## config.mk

```make
export PLATFORM = sky130hd
export DESIGN_NAME = vga_rect_engine
export DESIGN_NICKNAME = d
export VERILOG_FILES = /design/src/rtl/vga_rect_engine.sv
export SDC_FILE = /design/constraint.sdc
export NUM_CORES = 2
export LEC_CHECK = 0
export CAP_MARGIN = 30
export CORE_ASPECT_RATIO = 0.75
export CORE_MARGIN = 8
export CORE_UTILIZATION = 55
export CTS_CLUSTER_DIAMETER = 50
export DETAILED_ROUTE_END_ITERATION = 8
export PLACE_DENSITY = 0.67
export RECOVER_POWER = 25
export SLEW_MARGIN = 5
export SYNTH_ARGS = -nofsm -noshare
export SYNTH_HDL_FRONTEND = slang
export SYNTH_SLANG_ARGS = --single-unit
```

## constraint.sdc

```tcl
create_clock -name clk -period 72.6 [get_ports clk]
set_input_delay 14.52 -clock clk [delete_from_list [all_inputs] [get_ports clk]]
set_output_delay 14.52 -clock clk [all_outputs]
set_load 0.02 [all_outputs]
```

## src/rtl/vga_rect_engine.sv

```systemverilog
// vga_rect_engine: VGA timing generator that composites a
// double-buffered table of solid rectangles over a background.
// Ports: clk, clr (async, active-high); wr_en/wr_addr/wr_x0..wr_y1/
// wr_color/wr_vis write a shadow slot; bg_color background;
// hsync/vsync, r/g/b, x_pos/y_pos, frame_start are registered outputs.
module vga_rect_engine #(
  parameter int   H_ACTIVE = 640,
  parameter int   H_FP     = 16,
  parameter int   H_SYNC   = 96,
  parameter int   H_BP     = 48,
  parameter int   V_ACTIVE = 480,
  parameter int   V_FP     = 10,
  parameter int   V_SYNC   = 2,
  parameter int   V_BP     = 33,
  parameter int   NUM_RECT = 16,
  parameter int   COLOR_W  = 4,
  parameter logic SYNC_POL = 1'b0
) (
  input  logic                        clk,
  input  logic                        clr,
  input  logic                        wr_en,
  input  logic [$clog2(NUM_RECT)-1:0] wr_addr,
  input  logic [9:0]                  wr_x0,
  input  logic [9:0]                  wr_x1,
  input  logic [9:0]                  wr_y0,
  input  logic [9:0]                  wr_y1,
  input  logic [3*COLOR_W-1:0]        wr_color,
  input  logic                        wr_vis,
  input  logic [3*COLOR_W-1:0]        bg_color,
  output logic                        hsync,
  output logic                        vsync,
  output logic [COLOR_W-1:0]          r,
  output logic [COLOR_W-1:0]          g,
  output logic [COLOR_W-1:0]          b,
  output logic [9:0]                  x_pos,
  output logic [9:0]                  y_pos,
  output logic                        frame_start
);
  localparam int H_TOTAL = H_ACTIVE + H_FP + H_SYNC + H_BP;
  localparam int V_TOTAL = V_ACTIVE + V_FP + V_SYNC + V_BP;
  localparam int HS_LO   = H_ACTIVE + H_FP;
  localparam int HS_HI   = HS_LO + H_SYNC;
  localparam int VS_LO   = V_ACTIVE + V_FP;
  localparam int VS_HI   = VS_LO + V_SYNC;
  localparam int CW      = 3 * COLOR_W;

  typedef struct packed {
    logic [9:0]    x0;
    logic [9:0]    x1;
    logic [9:0]    y0;
    logic [9:0]    y1;
    logic [CW-1:0] color;
    logic          vis;
  } rect_t;

  logic [9:0]    hcnt_q, hcnt_d;
  logic [9:0]    vcnt_q, vcnt_d;
  logic          h_last, frame_last;
  rect_t         shd_q  [NUM_RECT];
  rect_t         shd_d  [NUM_RECT];
  rect_t         live_q [NUM_RECT];
  rect_t         live_d [NUM_RECT];
  logic [CW-1:0] pix;
  logic          active;
  logic [CW-1:0] rgb_q, rgb_d;
  logic          hs_q, hs_d;
  logic          vs_q, vs_d;
  logic          fs_q, fs_d;
  logic [9:0]    xpos_q, xpos_d;
  logic [9:0]    ypos_q, ypos_d;

  always_comb begin
    h_last     = (hcnt_q == 10'(H_TOTAL - 1));
    frame_last = h_last && (vcnt_q == 10'(V_TOTAL - 1));
    hcnt_d     = h_last ? '0 : hcnt_q + 10'd1;
    vcnt_d     = vcnt_q;
    if (h_last) begin
      vcnt_d = (vcnt_q == 10'(V_TOTAL - 1)) ? '0 : vcnt_q + 10'd1;
    end
  end

  // Live copy takes the pre-edge shadow, so a write landing in the
  // boundary cycle itself waits for the following frame.
  always_comb begin
    shd_d  = shd_q;
    live_d = live_q;
    if (wr_en && (int'(wr_addr) < NUM_RECT)) begin
      shd_d[wr_addr] = {wr_x0, wr_x1, wr_y0, wr_y1, wr_color, wr_vis};
    end
    if (frame_last) begin
      live_d = shd_q;
    end
  end

  // Scan high to low so the lowest hitting slot wins. Empty or
  // inverted bounds fail the half-open compare on their own.
  always_comb begin
    pix = bg_color;
    for (int i = NUM_RECT - 1; i >= 0; i--) begin
      if (live_q[i].vis &&
          hcnt_q >= live_q[i].x0 && hcnt_q < live_q[i].x1 &&
          vcnt_q >= live_q[i].y0 && vcnt_q < live_q[i].y1) begin
        pix = live_q[i].color;
      end
    end
  end

  always_comb begin
    active = (hcnt_q < 10'(H_ACTIVE)) && (vcnt_q < 10'(V_ACTIVE));
    rgb_d  = active ? pix : '0;
    hs_d   = (hcnt_q >= 10'(HS_LO) && hcnt_q < 10'(HS_HI)) ?
             SYNC_POL : ~SYNC_POL;
    vs_d   = (vcnt_q >= 10'(VS_LO) && vcnt_q < 10'(VS_HI)) ?
             SYNC_POL : ~SYNC_POL;
    fs_d   = (hcnt_q == '0) && (vcnt_q == '0);
    xpos_d = hcnt_q;
    ypos_d = vcnt_q;
  end

  always_ff @(posedge clk or posedge clr) begin
    if (clr) begin
      hcnt_q <= '0;
      vcnt_q <= '0;
      for (int i = 0; i < NUM_RECT; i++) begin
        shd_q[i]  <= '0;
        live_q[i] <= '0;
      end
      rgb_q  <= '0;
      hs_q   <= ~SYNC_POL;
      vs_q   <= ~SYNC_POL;
      fs_q   <= 1'b0;
      xpos_q <= '0;
      ypos_q <= '0;
    end else begin
      hcnt_q <= hcnt_d;
      vcnt_q <= vcnt_d;
      for (int i = 0; i < NUM_RECT; i++) begin
        shd_q[i]  <= shd_d[i];
        live_q[i] <= live_d[i];
      end
      rgb_q  <= rgb_d;
      hs_q   <= hs_d;
      vs_q   <= vs_d;
      fs_q   <= fs_d;
      xpos_q <= xpos_d;
      ypos_q <= ypos_d;
    end
  end

  assign r           = rgb_q[CW-1 -: COLOR_W];
  assign g           = rgb_q[2*COLOR_W-1 -: COLOR_W];
  assign b           = rgb_q[COLOR_W-1:0];
  assign hsync       = hs_q;
  assign vsync       = vs_q;
  assign x_pos       = xpos_q;
  assign y_pos       = ypos_q;
  assign frame_start = fs_q;
endmodule

```

==> results by group <==
Run status
  • Outcome: finished, violations left
  • Failing checks: max-capacitance violations, max-slew violations

Timing
  • Worst Slack Setup Final: 53.64 ns
  • Worst slew margin: -641%
  • Final Hold Fails: 0
  • Worst-margin pin slew: 11.11 ns
  • Final period util: 26.1%
  • Slew Viols, Final: 1887
  • Fmax achieved: 52.8 MHz
  • Total negative setup slack: 0 ns
  • Minimum clock period after layout: roughly 19 ns
  • Final Skew: about 0.023 ns
  • Endpoints failing setup: 0
  • RSZ-0062 raised after global routing: false

CTS
  • Post-CTS sizing: 0
  • Max Buffers Root-to-Sink: 3
  • Clock Pin Slew Worst Setup and Hold Paths: 0.06 ns
  • Cts hold-fix bufs: 0
  • Clock sink count: 1751
  • TritonCTS Buffers: 172
  • Root Buffer: clkbuf_16
  • H-tree Lvls: 4
  • Later-pin clock latency in the skew report: 0.82 ns
  • Post-CTS setup repair buffer count: 0
  • TritonCTS clock tree: built

Power and ir drop
  • Pwr per Cell Area: 24.9 mW/mm^2
  • Leak: about 42 nW
  • Peak supply drop: 0.0204 mV

Floorplanning
  • Number of I/O pins: 107
  • Row cnt: ~120
  • Die Wd: ~460 um
  • Core area: between 0.1 and 0.15 sq mm
  • Die Ht: 347 um
  • Die area: 0.159 sq mm
  • Initial core utilization: 55.4%

Synthesis
  • Syn_area_per_cell: 11.0 sq um
  • Asr flop ratio synth: 100%
  • EDFF count, synth: 0
  • Syn nets: 7979
  • Leading area contributor after synthesis: dfrtp_1
  • Cell with the most instances after synthesis: dfrtp_1
  • Seq/Total Area, Yosys: between 50 and 60%
  • Synth Instances: 7295
  • Post-synth cell types: 81
  • Commonest cells in the netlist: dfrtp_1, nand2_1, mux2_2, o21ai_0, inv_1
  • Synthesized area: 0.0803 sq mm
  • Top cell type's share of synthesized area: a little over half
  • Post-synth top flop: dfrtp_1
  • Register bit total from synthesis: about 1800
  • Ys Warns: 0
  • Area contributors post-synth: dfrtp_1, mux2_2, ha_1, nand2_1, o21ai_0

Route
  • DR pass1 iterations: 5
  • Routed Antenna Nets: 0
  • Routed vias: ~55000
  • Average wire per standard cell: ~23 um
  • Vias per cell: 5.81
  • WL final: ~220 mm
  • Starting DRC count in detailed routing: 4854
  • Post-route DRC: 0

Min path
  • Hold Crit Class: flip-flop to flip-flop

Cells and area
  • Cell area after layout: 0.0900 sq mm
  • Layout cells sized above 1: 17.8%
  • Nets: 8057
  • End-of-flow core utilization: 62.1%
  • Fin cells: 9431
  • P&R area growth vs syn: 12.1%
  • Filler cells: 11400

Global routing
  • GRT Util Overall: 27.2%
  • Initial antenna violation count: 13
  • Pin count of the biggest net entering global routing: 278
  • Overflow after GRT: 0
  • First-pass GRT wire length: 335 mm
  • Vias in the first global route: 54700

Placed design
  • IO Port Bufs: 106
  • GP Congestion: between 0.8 and 0.9
  • Hpwl dp: 135 mm
  • DP Area: 0.0839 sq mm
  • Placed Cells: 9088
  • Worst slack at placement: 51.65 ns

Setup path
  • Largest fanout on the critical path: 121
  • Critical path class: input pin to asynchronous set/reset pin
  • Crit start category: input pin
  • Critical Path End Type: asynchronous set/reset pin
  • Crit path required time: 73.57 ns
  • Arrival @ worst endpoint: 19.92 ns

Job
  • Max_cap viols: 26
-- worst max-delay path: stages --
cell             delay [ns]
clkdlybuf4s50_1        0.50
inv_8                  0.11
buf_16                 0.40
buf_4                  0.75
buf_4                  0.78
buf_4                  0.70
buf_4                  0.65
buf_4                  0.30
buf_16                 0.30
buf_4                  0.31
buf_16                 0.32
-- state kept, by name, indices dropped and copies added, names as in the netlist --
signal,count
vcnt_q,10
rgb_q,12
vsync,1
hsync,1
y_pos,10
hcnt_q,10
shd_q,848
x_pos,10
live_q,848
frame_start,1
-- layout by cell type (no fill, tap or decap), types with 18 or more instances in the layout --
master | netlist | final
a2111oi_0 | 34 | 32
a211oi_1 | 29 | 29
a21o_1 | 50 | 50
a21oi_1 | 101 | 101
a31oi_1 | 21 | 21
and3_1 | 32 | 32
buf_16 | 0 | 18
buf_4 | 0 | 92
bufinv_16 | 0 | 18
clkbuf_1 | 335 | 67
clkbuf_16 | 0 | 179
clkbuf_8 | 0 | 36
clkdlybuf4s50_1 | 0 | 106
clkinv_2 | 0 | 34
dfrtp_1 | 1749 | 1741
ha_1 | 612 | 612
inv_1 | 642 | 641
mux2_2 | 860 | 860
nand2_1 | 1396 | 1395
nand2b_1 | 55 | 52
nand3_1 | 67 | 67
nand4_1 | 21 | 21
nor2_1 | 93 | 84
nor2b_1 | 26 | 25
nor3_1 | 41 | 41
o2111ai_1 | 24 | 23
o211ai_1 | 42 | 42
o21a_1 | 25 | 25
o21ai_0 | 723 | 723
o21ai_1 | 34 | 34
-- power by group --
group / leakage [nW] / total, mW / internal [mW] / switching, mW
logic: 15.7 / 0.161 / 0.0930 / 0.0677
registers: 23.0 / 1.14 / 1.09 / 0.0546
clock network: 2.94 / 0.940 / 0.551 / 0.389
total: 41.6 / 2.24 / 1.73 / 0.511
-- final timing paths --
path | start | endpoint | slack (ns) | depth (start not counted)
min | shd_q[697] | live_q[697] | 0.45 | 2
max in group clk | hcnt_q[2] | live_q[431] | 53.97 | 10
min in group asynchronous | clr | live_q[839] | 13.99 | 2
min reg2reg | shd_q[697] | live_q[697] | 0.45 | 2
max | clr | live_q[544] | 53.64 | 11
max reg2reg | hcnt_q[2] | live_q[431] | 53.97 | 10
-- stage by stage --
step,hold slack (ns),power (mW)
floorplan,0.387,1.27
global placement,0.442,1.30
finish,0.453,2.24
detailed placement,0.445,1.32
CTS,0.457,2.25
global route,0.482,2.32
-- per-layer routing --
metal / share of wire, % / vias up / global-route usage (%)
met5: 0 / - / 0
met4: 2.1 / 0 / 6.94
met3: 6.5 / 271 / 5.05
met2: 45 / 1504 / 42.0
met1: 46 / 28100 / 39.9
li1: - / 24900 / -
-- logic make-up after synthesis --
kind of cell	count (synthesis)	synth area share [%]
AO/OA/AOI/OAI	1234	9.28
XOR/XNOR	11	0.120
adder cells (fa/ha/maj)	612	9.54
buffers and inverters	1007	4.75
flip-flops	1751	54.6
multiplexers	873	12.2
AND/OR/NAND/NOR	1807	9.51
-- area by class of cell --
type / count / area [sq um] / area share (%)
flip-flops and latches: 1751 / 43800 / 48.7
multi-input cells: 4537 / 32800 / 36.4
clock buffers: 250 / 5080 / 5.65
repair buffers: 268 / 2640 / 2.94
inverters: 643 / 2420 / 2.69
well taps: 1906 / 2380 / 2.65
clock inverters: 67 / 848 / 0.942
diodes: 9 / 22.5 / 0.0250
(Power assumes the default switching activity.)
